`src/rtl/dma_engine_pkg.sv`:
```
// Shared definitions for the DMA copy engine: FSM state encoding and
// default width/limit constants used as parameter defaults by dma_engine.
package dma_engine_pkg;

    localparam int DEFAULT_DATA_WIDTH     = 16;
    localparam int DEFAULT_ADDR_WIDTH     = 16;
    localparam int DEFAULT_LEN_WIDTH      = 16;
    localparam int DEFAULT_TIMEOUT_CYCLES = 64;

    typedef enum logic [2:0] {
        ST_IDLE    = 3'd0,
        ST_RD_REQ  = 3'd1,
        ST_RD_WAIT = 3'd2,
        ST_WR_REQ  = 3'd3,
        ST_WR_WAIT = 3'd4,
        ST_FINISH  = 3'd5
    } state_t;

endpackage

```
`src/rtl/dma_engine.sv`:
```
// Single-channel word-copy DMA engine. Reads one word from src, writes it to
// dst, and repeats for length words with a single outstanding request to the
// memory controller. Addresses wrap modulo 2^ADDR_WIDTH.
// Optional feature: define DMA_TIMEOUT_EN to add a wait-state watchdog that
// aborts a stalled transfer after TIMEOUT_CYCLES cycles and sets error.
module dma_engine
    import dma_engine_pkg::*;
#(
    parameter int DATA_WIDTH     = DEFAULT_DATA_WIDTH,
    parameter int ADDR_WIDTH     = DEFAULT_ADDR_WIDTH,
    parameter int LEN_WIDTH      = DEFAULT_LEN_WIDTH,
    parameter int TIMEOUT_CYCLES = DEFAULT_TIMEOUT_CYCLES
) (
    input  logic                  clk,
    input  logic                  rst,
    input  logic                  start,
    input  logic [ADDR_WIDTH-1:0] src_addr,
    input  logic [ADDR_WIDTH-1:0] dst_addr,
    input  logic [LEN_WIDTH-1:0]  length,
    output logic                  busy,
    output logic                  done,
    output logic                  error,
    output logic                  mem_en,
    output logic                  mem_wr_en,
    output logic [ADDR_WIDTH-1:0] mem_addr,
    output logic [DATA_WIDTH-1:0] mem_wdata,
    input  logic                  mem_valid,
    input  logic [DATA_WIDTH-1:0] mem_rdata
);

    state_t                state_reg, state_next;
    logic [ADDR_WIDTH-1:0] src_reg, src_next;
    logic [ADDR_WIDTH-1:0] dst_reg, dst_next;
    logic [LEN_WIDTH-1:0]  rem_reg, rem_next;
    logic [DATA_WIDTH-1:0] data_reg, data_next;
    logic                  error_reg, error_next;
    logic                  timeout_hit;

`ifdef DMA_TIMEOUT_EN
    localparam int WAIT_W = $clog2(TIMEOUT_CYCLES + 1);
    localparam logic [WAIT_W-1:0] WAIT_LAST = WAIT_W'(TIMEOUT_CYCLES - 1);

    logic [WAIT_W-1:0] wait_cnt_reg, wait_cnt_next;
    logic              in_wait;

    assign in_wait     = (state_reg == ST_RD_WAIT) || (state_reg == ST_WR_WAIT);
    // Fires on the last permitted wait cycle when the controller is still silent.
    assign timeout_hit = in_wait && !mem_valid && (wait_cnt_reg == WAIT_LAST);

    // Wait counter counts only inside wait states, so it is zero on every entry.
    always_comb begin
        wait_cnt_next = '0;
        if (in_wait && !mem_valid) begin
            wait_cnt_next = wait_cnt_reg + WAIT_W'(1);
        end
    end

    // Watchdog counter register.
    always_ff @(posedge clk) begin
        if (rst) begin
            wait_cnt_reg <= '0;
        end else begin
            wait_cnt_reg <= wait_cnt_next;
        end
    end
`else
    // No watchdog: wait states last as long as the controller needs.
    assign timeout_hit = 1'b0;
`endif

    // State and datapath registers; reset abandons any transfer in flight.
    always_ff @(posedge clk) begin
        if (rst) begin
            state_reg <= ST_IDLE;
            src_reg   <= '0;
            dst_reg   <= '0;
            rem_reg   <= '0;
            data_reg  <= '0;
            error_reg <= 1'b0;
        end else begin
            state_reg <= state_next;
            src_reg   <= src_next;
            dst_reg   <= dst_next;
            rem_reg   <= rem_next;
            data_reg  <= data_next;
            error_reg <= error_next;
        end
    end

    // Next-state, datapath updates and memory request outputs.
    always_comb begin
        state_next = state_reg;
        src_next   = src_reg;
        dst_next   = dst_reg;
        rem_next   = rem_reg;
        data_next  = data_reg;
        error_next = error_reg;
        mem_en     = 1'b0;
        mem_wr_en  = 1'b0;
        mem_addr   = '0;
        mem_wdata  = '0;
        done       = 1'b0;

        case (state_reg)
            ST_IDLE: begin
                if (start) begin
                    error_next = 1'b0;
                    src_next   = src_addr;
                    dst_next   = dst_addr;
                    rem_next   = length;
                    state_next = (length == '0) ? ST_FINISH : ST_RD_REQ;
                end
            end
            ST_RD_REQ: begin
                mem_en     = 1'b1;
                mem_addr   = src_reg;
                state_next = ST_RD_WAIT;
            end
            ST_RD_WAIT: begin
                if (mem_valid) begin
                    data_next  = mem_rdata;
                    state_next = ST_WR_REQ;
                end else if (timeout_hit) begin
                    error_next = 1'b1;
                    state_next = ST_FINISH;
                end
            end
            ST_WR_REQ: begin
                mem_en     = 1'b1;
                mem_wr_en  = 1'b1;
                mem_addr   = dst_reg;
                mem_wdata  = data_reg;
                state_next = ST_WR_WAIT;
            end
            ST_WR_WAIT: begin
                if (mem_valid) begin
                    src_next   = src_reg + ADDR_WIDTH'(1);
                    dst_next   = dst_reg + ADDR_WIDTH'(1);
                    rem_next   = rem_reg - LEN_WIDTH'(1);
                    state_next = (rem_reg > LEN_WIDTH'(1)) ? ST_RD_REQ : ST_FINISH;
                end else if (timeout_hit) begin
                    error_next = 1'b1;
                    state_next = ST_FINISH;
                end
            end
            ST_FINISH: begin
                done       = 1'b1;
                state_next = ST_IDLE;
            end
            default: begin
                state_next = ST_IDLE;
            end
        endcase
    end

    assign busy  = (state_reg == ST_RD_REQ)  || (state_reg == ST_RD_WAIT) ||
                   (state_reg == ST_WR_REQ)  || (state_reg == ST_WR_WAIT);
    assign error = error_reg;

endmodule
```
`config.mk`:
```
export PLATFORM = sky130hd
export DESIGN_NAME = dma_engine
export DESIGN_NICKNAME = d
export VERILOG_FILES = /design/src/rtl/dma_engine_pkg.sv /design/src/rtl/dma_engine.sv
export SDC_FILE = /design/constraint.sdc
export NUM_CORES = 1
export LEC_CHECK = 0
export CORE_ASPECT_RATIO = 1.25
export CORE_MARGIN = 2
export CORE_UTILIZATION = 54
export DETAILED_ROUTE_END_ITERATION = 8
export PLACE_DENSITY = 0.87
export SYNTH_ARGS = -nofsm -noshare
export SYNTH_HDL_FRONTEND = slang
export SYNTH_SLANG_ARGS = --single-unit
```
`constraint.sdc`:
```
create_clock -name clk -period 3.06 [get_ports clk]
set_input_delay 0.918 -clock clk [delete_from_list [all_inputs] [get_ports clk]]
set_output_delay 0.918 -clock clk [all_outputs]
set_load 0.02 [all_outputs]
```
Yosys cells after proc, flatten, opt, wreduce, memory -nomap -nowiden
Cells that the tools add are included.
Storage, ports and cells
  bits in registers: 67
  bits in latches: 0
  bits in writable memories: 0
  memory bits (read-only): 0
  bits of input ports: 68
  memories: 0
Cells by class
  $add $sub $neg: 3
  $mul: 0
  divide/modulo/power cells: 0
  $lt $le $gt $ge: 1
  equality and inequality tests: 8
  shift operators: 0
  mux-type cells: 20
  bitwise gates (word level): 0
  reductions and logical operators: 10
Operator list (number)
  16-bit one-hot mux with 2 select lines: 4
  16-bit 2-to-1 mux: 7
  16-bit by 1-bit adder with 16-bit output, second input constant: 2
  16-bit by 1-bit greater-than comparator with 1-bit output, second input constant: 1
  16-bit logical NOT: 1
  16-bit by 1-bit subtractor with 16-bit output, second input constant: 1
  3-bit 2-to-1 mux: 5
  3-bit one-hot mux with 5 select lines: 1
  3-bit by 2-bit == test with 1-bit output, second input constant: 2
  3-bit == test, second input constant: 2
  2-bit inequality test, second input constant: 3
  3-bit AND reduction: 2
  3-bit by 1-bit == test with 1-bit output, second input constant: 1
  3-bit logical NOT: 1
  1-bit logical OR: 3
  1-bit 2-to-1 mux: 3
  2-bit AND reduction: 1
  2-bit nonzero test: 1
  2-bit OR reduction: 1

Depth between registers and ports, before layout
Gate-level depths: netlist of run 1.
  depth after elaboration: 4
  mapped depth: 9
  mapped depth without buffers: 7

Worst setup path after synthesis of run 1
No wires, ideal clock.
  path type: flip-flop to output port
  from: reg state_reg[1]
  to: out mem_addr[1]
  data arrival time: 1.482 ns
  data required time: 2.142 ns
  path slack: 0.660 ns
  cell stages (with the launch flop): 6
  path buffers: 3
  path through: dfxtp_1 buf_2 clkbuf_1 clkbuf_1 mux2i_1 nor2_1
Between the ends
  longest elaborated chain between the ends: 2
  elaborated cells on any way between the ends: 3
  classes of those cells: eq/ne: 2; mux: 1
Ends and longest elaborated chain
  from (decl): RTL line dma_engine.sv:31  | state_t state_reg, state_next;
  from (signal assigned): RTL line dma_engine.sv:81  | state_reg <= state_next;
  3-bit by 2-bit == test with 1-bit output or 3-bit by 1-bit == test with 1-bit output (tied branches): RTL line dma_engine.sv:104  | case (state_reg)
  16-bit one-hot mux with 2 select lines *: RTL line dma_engine.sv:104
  to (decl): RTL line dma_engine.sv:25  | output logic [ADDR_WIDTH-1:0] mem_addr,
Mark *: on every way between the ends. The rest lies on a longest branch, timed or not.

Final worst setup path of run 1
  from: reg state_reg[1]
  to: out mem_addr[11]
The elaborated chain is that of the path after synthesis.

==> results of run 1 <==
-- worst min-delay path, cell delays in order, from the launching register on --
cell	delay [ns]
dfxtp_1	0.31
nand2_1	0.05
a21oi_1	0.05
-- cells in the mapped netlist, drive strengths merged, types with 7 or more instances --
master	number	area [um2]
a211oi	7	57.6
a21oi	58	290
a22oi	7	52.6
a31oi	12	75.1
and3	21	131
buf	16	85.1
clkbuf	36	135
dfxtp	67	1340
inv	10	37.5
mux2i	18	180
nand2	86	323
nand3	21	105
nand4	9	56.3
nor2	68	255
nor3	17	96.4
nor4	10	62.6
o21ai	28	140
or3	8	55.1
-- layout make-up --
class / count / area [um2]
multi-input combinational: 451 / 2570
inverter: 10 / 41.3
timing repair buffer: 122 / 1210
clock buffer: 9 / 124
fill: 606 / 1910
tap: 92 / 115
clock inverter: 7 / 91.3
sequential: 67 / 1340
-- cells in the final DEF (no fill, tap or decap), types with 3 or more instances in the layout --
| master | count |
|---|---|
| dfxtp_1 | 65 |
| nand3_1 | 21 |
| nor4_1 | 10 |
| nor3_1 | 16 |
| clkbuf_8 | 9 |
| nor3b_1 | 3 |
| a32o_1 | 3 |
| a311oi_1 | 3 |
| nand2b_1 | 3 |
| nor2_1 | 68 |
| nand4_1 | 9 |
| mux2i_1 | 18 |
| a22oi_1 | 7 |
| a2bb2oi_1 | 6 |
| buf_12 | 3 |
| a21o_1 | 4 |
| o211ai_1 | 4 |
| and3_1 | 21 |
| and2_1 | 4 |
| a31oi_1 | 12 |
| nand2_1 | 86 |
| buf_4 | 16 |
| inv_1 | 9 |
| o22ai_1 | 6 |
| or3_1 | 7 |
| clkinv_2 | 3 |
| o21ai_0 | 28 |
| a21oi_1 | 58 |
| a211oi_1 | 6 |
| ha_1 | 4 |
| nand3b_1 | 4 |
| clkdlybuf4s50_1 | 102 |
| or4_1 | 5 |
-- path summary, 6_finish.rpt --
| check | startpoint | to | slack (ns) | cells after the start |
|---|---|---|---|---|
| max | state_reg[1]$_SDFFE_PP0P_ | mem_addr[11] | 0.15 | 4 |
| min | data_reg[2]$_SDFFE_PP0P_ | data_reg[2]$_SDFFE_PP0P_ | 0.45 | 2 |
| max reg2reg | src_reg[1]$_SDFFE_PP0P_ | src_reg[12]$_SDFFE_PP0P_ | 0.81 | 5 |
| min reg2reg | data_reg[2]$_SDFFE_PP0P_ | data_reg[2]$_SDFFE_PP0P_ | 0.45 | 2 |
-- cells by family after synthesis --
group,after synthesis
other cells,1
xor+xnor,2
buf+inv,62
compound gates,160
mux,19
fa+ha+maj,4
flops,67
simple gates,265
-- repair_timing --
action | in CTS | in global routing
endpoints found under the setup margin | 0 | 16
buffers inserted | 0 | 0
resized for setup | 0 | 2
-- routing by layer --
layer	share of wire	wire length (um)
met5	0	0
met4	0.018	224
met3	0.074	922
met2	0.50	6250
met1	0.40	4990
-- power groups by stage --
| stage | combinational [mW] | clock, mW | sequential (mW) |
|---|---|---|---|
| floorplan | 0.423 | 0 | 1.02 |
| CTS | 0.646 | 0.819 | 1.04 |
| detailed placement | 0.644 | 0 | 1.06 |
| global route | 0.709 | 0.868 | 1.06 |
| global placement | 0.626 | 0 | 1.06 |
| finish | 0.653 | 0.811 | 1.05 |
==> results.json, run 1 <==
{
  "seqPwrFrac": 0.418,
  "fin_nets": 733,
  "grt_overflow": 0,
  "synth_compound_area_frac": 0.244,
  "cts_buffers": 9,
  "ios": 105,
  "dp_slack_ns": 0.184,
  "utilization": 0.742,
  "wl_per_cell_um": 16.3,
  "power.total_mw": 2.51,
  "met1_usage": 0.377,
  "setup_ws_ns": 0.151,
  "path_buf_inv": 2,
  "ys.flop_type": "dfxtp_1",
  "crit_family": "buffers and inverters",
  "max_stage_delay_ns": 0.62,
  "rsz0062_at_grt": "false",
  "worstPathCellList": "buf_4 > mux2i_1 > nor2_1 > clkdlybuf4s50_1",
  "setup-violations-final": 0,
  "final_area_um2": 5490,
  "async_flop_share": 0,
  "grt_use_total": 0.299,
  "crit_arrival_ns": 1.99,
  "grt_pass1_vias": 4260,
  "startpoint_type": "flip-flop",
  "p_int_mw": 1.72,
  "yosys.area_share.simple": 0.307,
  "antenna_found_initial": 0,
  "fmax_mhz": 344,
  "avgSynthCellArea_um2": 7.15,
  "crit_required_ns": 2.14,
  "clockBufferDepth": 2,
  "antenna_cells": 0,
  "portBuffers": 103,
  "ir_worst_vdd_uv": 276,
  "via_per_inst": 6.15,
  "period_needed_ns": 2.91,
  "dp_cells": 742,
  "worstMarginPinSlew_ns": 0.822,
  "routed_wl_mm": 12.4,
  "gp_congestion": 0.917,
  "clock_latency_ns": 0.34,
  "ys_seq_area_frac": 0.323,
  "synthAdderAreaFrac": 0.0121,
  "hold_viol": 0,
  "p_leak_nw": 1.98,
  "antenna_left": 0,
  "cts.hold.buffers_added": 0,
  "fin_tns_setup_ns": 0,
  "synth-seq-cells": 67,
  "critPathCaptureType": "primary output",
  "cts_tree": "done",
  "dr.pass1.iters": 5,
  "p_comb_frac": 0.260,
  "rows": 35,
  "syn_to_final_growth_pct": 32.3,
  "placed_area_um2": 5270,
  "core_region_area_um2": 7400,
  "synth_edf_count": 0,
  "first_iter_violations": 460,
  "clock-sinks": 67,
  "drc_errors": 0,
  "whs_ns": 0.454,
  "max-slew-margin-rel": 0.448,
  "cp_max_fo": 13,
  "cts-htree-levels": 3,
  "hpwl_mm": 8.78,
  "synth_top_family_by_area": "simple AND/OR/NAND/NOR gates",
  "syn_inst": 580,
  "cts.reportedPaths.clkPinSlew_ns": 0.08,
  "synth.distinct_cells": 60,
  "start_util": 0.561,
  "cts_root_buf": "clkbuf_8",
  "skew_ns": 0.00871,
  "die_y_um": 102,
  "power_switching_mw": 0.796,
  "die_w_um": 82.4,
  "synth_xor_area_frac": 0.00422,
  "switching_share": 0.317,
  "die_area_um2": 8400,
  "slew_violations": 0,
  "use_met2": 0.522,
  "grt_pass1_wl_mm": 20.0,
  "ys_warn_count": 0,
  "top_usage_layer": "met2",
  "synth_mux_area_frac": 0.0461,
  "status": "finished clean",
  "grt_start_max_net_pins": 50,
  "syn_area_um2": 4150,
  "pwr-share-clk": 0.323,
  "path_class": "flip-flop to primary output",
  "synthesis.nets": 652,
  "powerDensity_nw_per_um2": 458,
  "slowest_stage": "clkdlybuf4s50_1",
  "hold_path.class": "flip-flop to flip-flop",
  "vias": 4664,
  "cap_violations": 0,
  "drive_gt1_frac": 0.0736,
  "fin_crit_sh": 0.951,
  "met3_usage": 0.0327,
  "instances_no_fill": 758
}
Note: power is estimated with default switching activity, not from simulation.
==> run 2, diff against run 1 <==
--- a/constraint.sdc
+++ b/constraint.sdc
@@ -3,2 +3,2 @@
 set_output_delay 0.918 -clock clk [all_outputs]
-set_load 0.02 [all_outputs]
+set_load 0.05 [all_outputs]
==> results.json, run 2 (synthesis gave the netlist of run 1 again) <==
{
  "skew_ns": 0.0138,
  "gp_congestion": 0.920,
  "critPathCaptureType": "primary output",
  "final_common_cell": "nand2_1",
  "clock-sinks": 67,
  "min_path_cells": 2,
  "grt_start_max_net_pins": 50,
  "worstMarginPinSlew_ns": 0.924,
  "ir_worst_vdd_uv": 306,
  "switching_share": 0.336,
  "die_y_um": 102,
  "max-slew-margin-rel": 0.379,
  "dr.pass1.iters": 5,
  "crit_arrival_ns": 1.95,
  "fin_nets": 730,
  "path_class": "flip-flop to primary output",
  "rows": 35,
  "p_comb_frac": 0.272,
  "cp_max_fo": 17,
  "slew_violations": 0,
  "clockBufferDepth": 2,
  "ios": 105,
  "grt_use_total": 0.311,
  "clock_latency_ns": 0.36,
  "cts.reportedPaths.clkPinSlew_ns": 0.08,
  "drc_errors": 0,
  "layout_common_cells": "86 x nand2_1, 68 x nor2_1, 66 x dfxtp_1, 66 x clkdlybuf4s50_1, 58 x a21oi_1",
  "p_leak_nw": 2.09,
  "power_switching_mw": 0.844,
  "cts_buffers": 9,
  "portBuffers": 103,
  "hpwl_mm": 8.94,
  "hold_viol": 0,
  "grt_pass1_vias": 4531,
  "wl_per_cell_um": 17.0,
  "p_int_mw": 1.67,
  "fmax_mhz": 348,
  "grt_overflow": 0,
  "pwr-share-clk": 0.300,
  "syn_to_final_growth_pct": 34.7,
  "crit_required_ns": 2.14,
  "seqPwrFrac": 0.427,
  "die_area_um2": 8400,
  "antenna_left": 0,
  "cts-htree-levels": 3,
  "setup_ws_ns": 0.188,
  "setup-violations-final": 0,
  "cts_tree": "done",
  "antenna_found_initial": 0,
  "grt_pass1_wl_mm": 20.7,
  "fin_tns_setup_ns": 0,
  "fill_cells": 547,
  "period_needed_ns": 2.87,
  "dp_slack_ns": 0.210,
  "antenna_cells": 0,
  "startpoint_type": "flip-flop",
  "fin_crit_sh": 0.939,
  "powerDensity_nw_per_um2": 450,
  "cap_violations": 0,
  "status": "finished clean",
  "via_per_inst": 6.27,
  "vias": 4732,
  "drive_gt1_frac": 0.121,
  "reg2reg_depth": 5,
  "hold_path.class": "flip-flop to flip-flop",
  "utilization": 0.755,
  "core_region_area_um2": 7400,
  "start_util": 0.561,
  "rsz0062_at_grt": "false",
  "routed_wl_mm": 12.8,
  "die_w_um": 82.4,
  "cts_root_buf": "clkbuf_8",
  "first_iter_violations": 405
}
[run 2: cell count changes in the layout (fill, tap and decap cells not counted), moves of 2 or more]
cell	change
clkinv_4	+2
dfxtp_2	-2
buf_12	+18
clkdlybuf4s50_1	-36
buf_4	+15
[run 2: final timing paths]
| path | slack, ns | to | start |
|---|---|---|---|
| hold reg to reg | 0.45 | data_reg[7]$_SDFFE_PP0P_ | data_reg[7]$_SDFFE_PP0P_ |
| hold / removal | 0.45 | data_reg[7]$_SDFFE_PP0P_ | data_reg[7]$_SDFFE_PP0P_ |
| setup / recovery | 0.19 | mem_wdata[13] | state_reg[0]$_SDFFE_PP0P_ |
| setup reg to reg | 0.54 | src_reg[15]$_SDFFE_PP0P_ | state_reg[2]$_SDFFE_PP0P_ |
[run 2: cell type report]
class                      count  area, um2  area share
multi-input combinational    451       2570       0.460
inverter                      10       37.5     0.00672
clock buffer                  10        138      0.0246
tap                           92        115      0.0206
clock inverter                 6       65.1      0.0116
sequential                    67       1350       0.241
timing repair buffer         119       1320       0.236
[run 2: per-stage QoR]
| stage | instance area, um2 | total power [mW] | hold WS (ns) | cells |
|---|---|---|---|---|
| 2_1_floorplan | 4150 | 1.48 | 0.432 | 580 |
| 3_3_place_gp | 5380 | 1.74 | 0.437 | 739 |
| 3_5_place_dp | 5380 | 1.76 | 0.445 | 739 |
| 4_1_cts | 5580 | 2.51 | 0.454 | 755 |
| 5_1_grt | 5590 | 2.63 | 0.476 | 755 |
| 6_report | 5590 | 2.51 | 0.451 | 755 |
[run 2: power by group through the flow]
stage | Clock (mW) | Combinational (mW) | Sequential (mW)
after detailed placement | 0 | 0.674 | 1.09
after global routing | 0.805 | 0.740 | 1.09
final | 0.755 | 0.684 | 1.07
after floorplan | 0 | 0.456 | 1.02
after CTS | 0.761 | 0.678 | 1.07
after global placement | 0 | 0.655 | 1.08
[run 2: repair_timing]
item                       4_1_cts  5_1_grt
setup buffers                    0        0
hold buffers                     0        0
setup endpoints to repair        0        1
resized for setup                0        1
[run 2: metal layers]
| metal | vias up | share of wire | global-route usage |
|---|---|---|---|
| met3 | 39 | 0.064 | 0.0415 |
| met4 | 0 | 0.032 | 0.160 |
| met5 | - | 0 | 0 |
| met2 | 219 | 0.49 | 0.532 |
| met1 | 2231 | 0.42 | 0.375 |
| li1 | 2243 | - | - |
[run 2: critical path, cell delays in order (launching register included)]
cell and delay, ns:
dfxtp_1 0.65, nand2b_1 0.14, inv_1 0.37, and3_1 0.23, buf_4 0.20
==> run 3, diff against run 2 <==
- CAP_MARGIN: not set -> 20
- PLACE_DENSITY: 0.87 -> 0.93
- REMOVE_ABC_BUFFERS: not set -> 1
==> results.json, run 3 (synthesis gave the netlist of run 1 again) <==
{
  "status": "finished clean",
  "path_class": "flip-flop to primary output",
  "startpoint_type": "flip-flop",
  "dr.pass1.iters": 5,
  "cts_root_buf": "clkbuf_8",
  "cts_tree": "done",
  "fin_tns_setup_ns": 0,
  "portBuffers": 103,
  "instances_no_fill": 759,
  "fmax_mhz": 349,
  "hpwl_mm": 8.79,
  "worstPathCellList": "nand2b_1 > inv_1 > and3_1 > buf_4",
  "antenna_left": 0,
  "core_region_area_um2": 7400,
  "gp_congestion": 0.908,
  "hold_viol": 0,
  "die_area_um2": 8400,
  "drive_gt1_frac": 0.126,
  "seqPwrFrac": 0.406,
  "powerDensity_nw_per_um2": 459,
  "layout_common_cells": "86 x nand2_1, 68 x nor2_1, 67 x dfxtp_1",
  "clock-sinks": 67,
  "crit_arrival_ns": 1.95,
  "setup_ws_ns": 0.193,
  "period_needed_ns": 2.87,
  "ios": 105,
  "grt_pass1_wl_mm": 19.8,
  "utilization": 0.757,
  "fin_nets": 734,
  "post_cts_buffers": 0,
  "power_switching_mw": 0.844,
  "switching_share": 0.328,
  "clockBufferDepth": 2,
  "pwr-share-clk": 0.319,
  "p_int_mw": 1.73,
  "antenna_cells": 0,
  "crit_required_ns": 2.14,
  "r2r_slack_ns": 0.80,
  "max_stage_delay_ns": 0.64,
  "syn_to_final_growth_pct": 35.1,
  "dp_cells": 743,
  "slew_violations": 0,
  "path_buf_inv": 2,
  "clock_latency_ns": 0.35,
  "cts_buffers": 9,
  "wl_per_cell_um": 16.4,
  "cts.reportedPaths.clkPinSlew_ns": 0.07,
  "hold_path.class": "flip-flop to flip-flop",
  "worstMarginPinSlew_ns": 0.858,
  "die_w_um": 82.4,
  "grt_pass1_vias": 4291,
  "dp_slack_ns": 0.251,
  "skew_ns": 0.00990,
  "cp_max_fo": 17,
  "p_leak_nw": 2.10,
  "max-slew-margin-rel": 0.424,
  "grt_use_total": 0.300,
  "routed_wl_mm": 12.4,
  "critPathCaptureType": "primary output",
  "cap_violations": 0,
  "start_util": 0.561,
  "die_y_um": 102,
  "slowest_stage": "dfxtp_1",
  "ir_worst_vdd_uv": 313,
  "grt_overflow": 0,
  "rows": 35,
  "crit_family": "flip-flops",
  "final_common_cell": "nand2_1",
  "grt_start_max_net_pins": 39,
  "setup-violations-final": 0,
  "first_iter_violations": 411,
  "cts.hold.buffers_added": 0,
  "antenna_found_initial": 0,
  "fin_crit_sh": 0.937,
  "drc_errors": 0,
  "post_cts_resized": 0,
  "fill_cells": 517,
  "via_per_inst": 6.25,
  "p_comb_frac": 0.274,
  "vias": 4746,
  "rsz0062_at_grt": "false",
  "cts-htree-levels": 3
}
## run 3: worst min-delay path, delay by kind of cell (launching register included)
kind | cells | cell delay [ns]
flip-flops | 1 | 0.31
AND/OR/NAND/NOR | 1 | 0.05
AO/OA/AOI/OAI | 1 | 0.05
## run 3: layer usage
layer	wire length, um	GRT usage	vias to the layer above
met5	0	0	-
met4	459	0.156	0
met2	6090	0.502	250
met1	4940	0.364	2196
met3	948	0.0504	44
li1	-	-	2256
## run 3: stage by stage
step / cell area (um2) / total power [mW] / hold WS [ns]
global placement: 5390 / 1.73 / 0.437
CTS: 5610 / 2.56 / 0.458
floorplan: 3930 / 1.44 / 0.426
finish: 5610 / 2.57 / 0.455
global route: 5610 / 2.68 / 0.476
detailed placement: 5390 / 1.76 / 0.447
## run 3: power groups by stage
| stage | registers, mW | logic, mW | clock network (mW) |
|---|---|---|---|
| 5_1_grt | 1.06 | 0.767 | 0.859 |
| 4_1_cts | 1.04 | 0.701 | 0.822 |
| 6_report | 1.05 | 0.706 | 0.821 |
| 3_5_place_dp | 1.06 | 0.697 | 0 |
| 2_1_floorplan | 1.05 | 0.393 | 0 |
| 3_3_place_gp | 1.05 | 0.678 | 0 |
## run 3: area by class of cell
class                           count  area (um2)  area share
Clock buffer                        9         124      0.0221
Sequential cell                    67        1340       0.239
Clock inverter                      7        92.6      0.0165
Multi-Input combinational cell    451        2560       0.456
Tap cell                           92         115      0.0205
Inverter                           10        37.5     0.00670
Timing Repair Buffer              123        1340       0.238
## run 3: path summary, 6_finish.rpt
path / start / endpoint / depth (start not counted)
setup / recovery: state_reg[0]$_SDFFE_PP0P_ / mem_wdata[0] / 4
hold / removal: data_reg[5]$_SDFFE_PP0P_ / data_reg[5]$_SDFFE_PP0P_ / 2
setup reg to reg: state_reg[0]$_SDFFE_PP0P_ / dst_reg[14]$_SDFFE_PP0P_ / 5
hold reg to reg: data_reg[5]$_SDFFE_PP0P_ / data_reg[5]$_SDFFE_PP0P_ / 2
